File: src/rtl/sm83_prefetch.sv
// Instruction-byte prefetcher: walks fetch_pc over the shared read port, queues
// {byte, address} pairs in a small FIFO and hands them to the decoder.
module sm83_prefetch #(
  parameter int          FIFO_DEPTH = 4,
  parameter logic [15:0] RESET_PC   = 16'h0000
) (
  input  logic                          clk,
  input  logic                          rst_n,
  output logic                          mem_req_o,
  input  logic                          mem_grant_i,
  output logic [15:0]                   mem_r_addr_o,
  input  logic [7:0]                    mem_r_data_i,
  input  logic                          redirect_valid_i,
  input  logic [15:0]                   redirect_pc_i,
  output logic                          out_valid_o,
  output logic [7:0]                    out_data_o,
  output logic [15:0]                   out_pc_o,
  input  logic                          out_ready_i,
  output logic [$clog2(FIFO_DEPTH):0]   fifo_level_o
);

  localparam int AW = $clog2(FIFO_DEPTH);
  localparam int LW = AW + 1;
  localparam logic [LW-1:0] DEPTH_C = LW'(FIFO_DEPTH);

  typedef struct packed {
    logic [7:0]  data;
    logic [15:0] pc;
  } entry_t;

  entry_t        fifo_q [FIFO_DEPTH];
  logic [LW-1:0] wr_q, wr_d, rd_q, rd_d;
  logic [15:0]   pc_q, pc_d;
  logic [LW-1:0] count;
  logic          push, pop;

  // Pointers carry an extra wrap bit so full and empty stay distinguishable.
  assign count        = wr_q - rd_q;
  assign mem_req_o    = (count < DEPTH_C) && !redirect_valid_i;
  assign out_valid_o  = (count != '0) && !redirect_valid_i;
  assign push         = mem_req_o && mem_grant_i;
  assign pop          = out_valid_o && out_ready_i;
  assign mem_r_addr_o = pc_q;
  assign fifo_level_o = count;
  assign out_data_o   = fifo_q[rd_q[AW-1:0]].data;
  assign out_pc_o     = fifo_q[rd_q[AW-1:0]].pc;

  always_comb begin
    wr_d = wr_q;
    rd_d = rd_q;
    pc_d = pc_q;
    if (redirect_valid_i) begin
      wr_d = '0;
      rd_d = '0;
      pc_d = redirect_pc_i;
    end else begin
      if (push) begin
        wr_d = wr_q + 1'b1;
        pc_d = pc_q + 16'd1;
      end
      if (pop) rd_d = rd_q + 1'b1;
    end
  end

  always_ff @(posedge clk or negedge rst_n) begin
    if (!rst_n) begin
      wr_q <= '0;
      rd_q <= '0;
      pc_q <= RESET_PC;
    end else begin
      wr_q <= wr_d;
      rd_q <= rd_d;
      pc_q <= pc_d;
    end
  end

  // Entry storage needs no reset: the pointers alone define what is valid.
  always_ff @(posedge clk) begin
    if (push) fifo_q[wr_q[AW-1:0]] <= '{data: mem_r_data_i, pc: pc_q};
  end

endmodule

File: config.mk
export PLATFORM = sky130hd
export DESIGN_NAME = sm83_prefetch
export DESIGN_NICKNAME = d
export VERILOG_FILES = /design/src/rtl/sm83_prefetch.sv
export SDC_FILE = /design/constraint.sdc
export NUM_CORES = 1
export LEC_CHECK = 0
export BUFFER_PORTS_ARGS = -buffer_cell sky130_fd_sc_hd__buf_4
export CAP_MARGIN = 0
export CORE_MARGIN = 2
export CORE_UTILIZATION = 56
export CTS_CLUSTER_DIAMETER = 100
export DETAILED_ROUTE_END_ITERATION = 6
export MAX_ROUTING_LAYER = met4
export PLACE_DENSITY = 0.84
export SYNTH_ARGS = -nofsm -noshare
export SYNTH_HDL_FRONTEND = slang
export SYNTH_SLANG_ARGS = --single-unit
File: constraint.sdc
create_clock -name clk -period 3.92 [get_ports clk]
set_clock_uncertainty 0.2 [all_clocks]
set_input_delay 0.784 -clock clk [delete_from_list [all_inputs] [get_ports clk]]
set_output_delay 0.784 -clock clk [all_outputs]
set_load 0.02 [all_outputs]
==> reports/results.ini <==
[timing]
layout_worst_path_cycle_share_pct=88.8
number_of_failing_hold_endpoints_at_the_final_stage=0
grt_setup_unrepaired=false
maxSlewViolCount=0
period_minus_slack_ps=3480
worst_pin_slew_ps=638
setup_violations=0
layout_setup_ws_ps=441
fin_setup_tns_ps=0
timing.fmax_mhz=287
worst_slew_slack_as_a_fraction_of_its_limit_pct=57.4

[yosys]
post-synth-top-area-fraction_pct=60.0
ys_warn_count=0
synth_cell_types=35
netlist_area_um2=4810
postSynth.topFlopCell=edfxtp_1
netlist.top_cell.by_area=edfxtp_1
synthArstFlopShare_pct=18.6
synth.top_cells.by_area=edfxtp_1 (60%), dfrtp_1 (11%), mux4_2 (11%)
synth_sequential_area_ratio_pct=71.4
syn_inst=269
postSynthRegisterBits=118
syn-mean-instance-area_um2=17.9
mappedNetlistNets=306
synth_enable_flop_cells=96

[grt]
first_global_vias=2828
grt_start_max_net_pins=28
number_of_antenna_violations_at_the_first_check_in_global_routing=0
grt.total_usage_pct=23.0
global_route_wire_length_before_repair_mm=15.4
grt_remaining_overflow=0

[worst_hold_path]
worst_hold_path_type=primary input to register
holdPathEnd=fifo_q[2][16]
hold-path-cell-count=1
worst_hold_startpoint=mem_r_data_i[0]

[worst_setup_path]
crit_path_start=wr_q[0]
cp-start-kind=register
crit_path_max_incr_delay_ps=540
cp_slowest_cell=xnor3_4
reg2reg_to=fifo_q[0][22]
critical_path_arrival_ps=2500
crit_fanout=10
timing.critical_path.cells=inv_1 -> ha_1 -> fa_1 -> xnor3_4 -> a31oi_1 -> buf_4
rr_startpoint=wr_q[0]
criticalPathCategory=register to output port
setup_slack_of_the_most_critical_reg_to_reg_path_ps=790
end_kind=output port
worstPathRequired_ps=2940
worstRegToRegCells=6

[route]
first_pass_iteration_count_of_the_detailed_router=4
wire_per_inst_um=20.7
vias_per_cell=5.85
route.detailed.drc=0
drt_iter0_drc=178
routed_wire_length_mm=9.69
num_vias=2739
drt.antenna.violating_nets=0

[flow_run]
max_cap_viol_count=0

[power_and_ir_drop]
leakage_nw=2.22
worst_vdd_ir_v=0.000356
pwr_density_cell_nw_per_um2=694

[clock_network]
cts_tree=done
cts_inserted_buffers=17
count_of_clock_tree_sinks=118
cts-root-buf=clkbuf_8
cts.path.max_buffers=2
htree_num_levels=4
worstSkewPairLatency_ps=500
path_clk_slew_ps=50

[die]
design.die.area_um2=9340
rows=33
initial_utilization_pct=58.2
die_x_um=96.6
boundaryPins=74
dieHeight_um=96.6
core_area_um2=8260

[place]
port_buffers=73
post-place-ws_ps=837
gp_congestion=0.824
dpl.hpwl_mm=5.60

[cells_and_area]
share_of_final_layout_standard_cells_stronger_than_drive_strength_1_pct=36.4
diodes_inserted=0
synthToLayoutAreaGrowth_pct=25.1
filler_cell_count=519
final_nets=388
final_cell_mix=edfxtp_1 (96), buf_4 (75), mux4_2 (24), dfrtp_1 (21), nand2_1 (19)
layout_commonest_cell=edfxtp_1

[outcome]
outcome=complete, no violations

[per-stage QoR]
| stage | cell area (µm²) | hold WS [ps] | power (mW) | utilization [%] | std cells |
|---|---|---|---|---|---|
| floorplan | 4810 | 260 | 2.31 | - | 269 |
| global placement | 5450 | 315 | 2.71 | 65.9 | 436 |
| detailed placement | 5450 | 326 | 2.73 | 65.9 | 436 |
| CTS | 6010 | 259 | 4.21 | 72.8 | 468 |
| global route | 6010 | 243 | 4.35 | 72.8 | 468 |
| finish | 6010 | 281 | 4.18 | 72.8 | 468 |
[layout make-up]
| class | count | area, µm² | area share, % |
|---|---|---|---|
| sequential | 118 | 3430 | 57.1 |
| multi-input combinational | 131 | 1290 | 21.5 |
| timing repair buffer | 76 | 573 | 9.53 |
| clock buffer | 19 | 422 | 7.01 |
| clock inverter | 12 | 136 | 2.27 |
| tap | 105 | 131 | 2.18 |
| inverter | 7 | 26.3 | 0.437 |
[power breakdown]
part	internal, mW	switching (mW)	total, mW
Combinational	0.494	0.608	1.10
Sequential	1.52	0.0970	1.61
Clock	0.951	0.509	1.46
Total	2.96	1.21	4.18
[worst max-delay path: cells and delay by family (launching register included)]
family	cells	cell delay [ps]
flops	1	380
fa+ha+maj	2	590
xor+xnor	1	540
compound gates	1	210
buf+inv	2	280
[Yosys cell counts (all sizes together), types with 4 or more instances]
cell / instances
clkbuf: 7
nand3: 7
o311ai: 6
and2: 5
buf: 6
ha: 7
a31oi: 4
nand4: 7
inv: 7
dfrtp: 22
mux4: 24
edfxtp: 96
xor2: 6
o21ai: 9
o211ai: 4
nor2: 10
nand2: 19
[worst max-delay path by stage]
stage          cells past startpoint            end
2_1_floorplan                      6      mem_req_o
3_3_place_gp                       6  fifo_q[0][18]
3_5_place_dp                       6  fifo_q[0][18]
4_1_cts                            6    out_valid_o
5_1_grt                            6    out_valid_o
6_report                           6    out_valid_o
[flip-flops by register name (all words and copies together), names as in the netlist]
register      count
fifo_q           96
mem_r_addr_o     16
rd_q              3
wr_q              3
[kinds of logic after synthesis]
kind of cell | share of synthesized area [%]
buf+inv | 1.72
flops | 71.4
compound gates | 3.96
mux | 12.1
fa+ha+maj | 2.24
xor+xnor | 2.19
simple gates | 6.35
[timing repair]
action | in CTS | in global routing
hold buffers | 1 | 0
gates resized for setup | 0 | 0
endpoints found under the hold margin | 22 | 0
setup buffers | 0 | 0
[metal layers]
layer	global-route usage (%)	routed length, µm	vias to the layer above
met4	8.02	113	0
met5	-	0	-
met1	29.9	4160	1395
met2	35.0	4910	100
li1	-	-	1238
met3	7.23	510	6
Note: power is estimated with default switching activity, not from simulation.
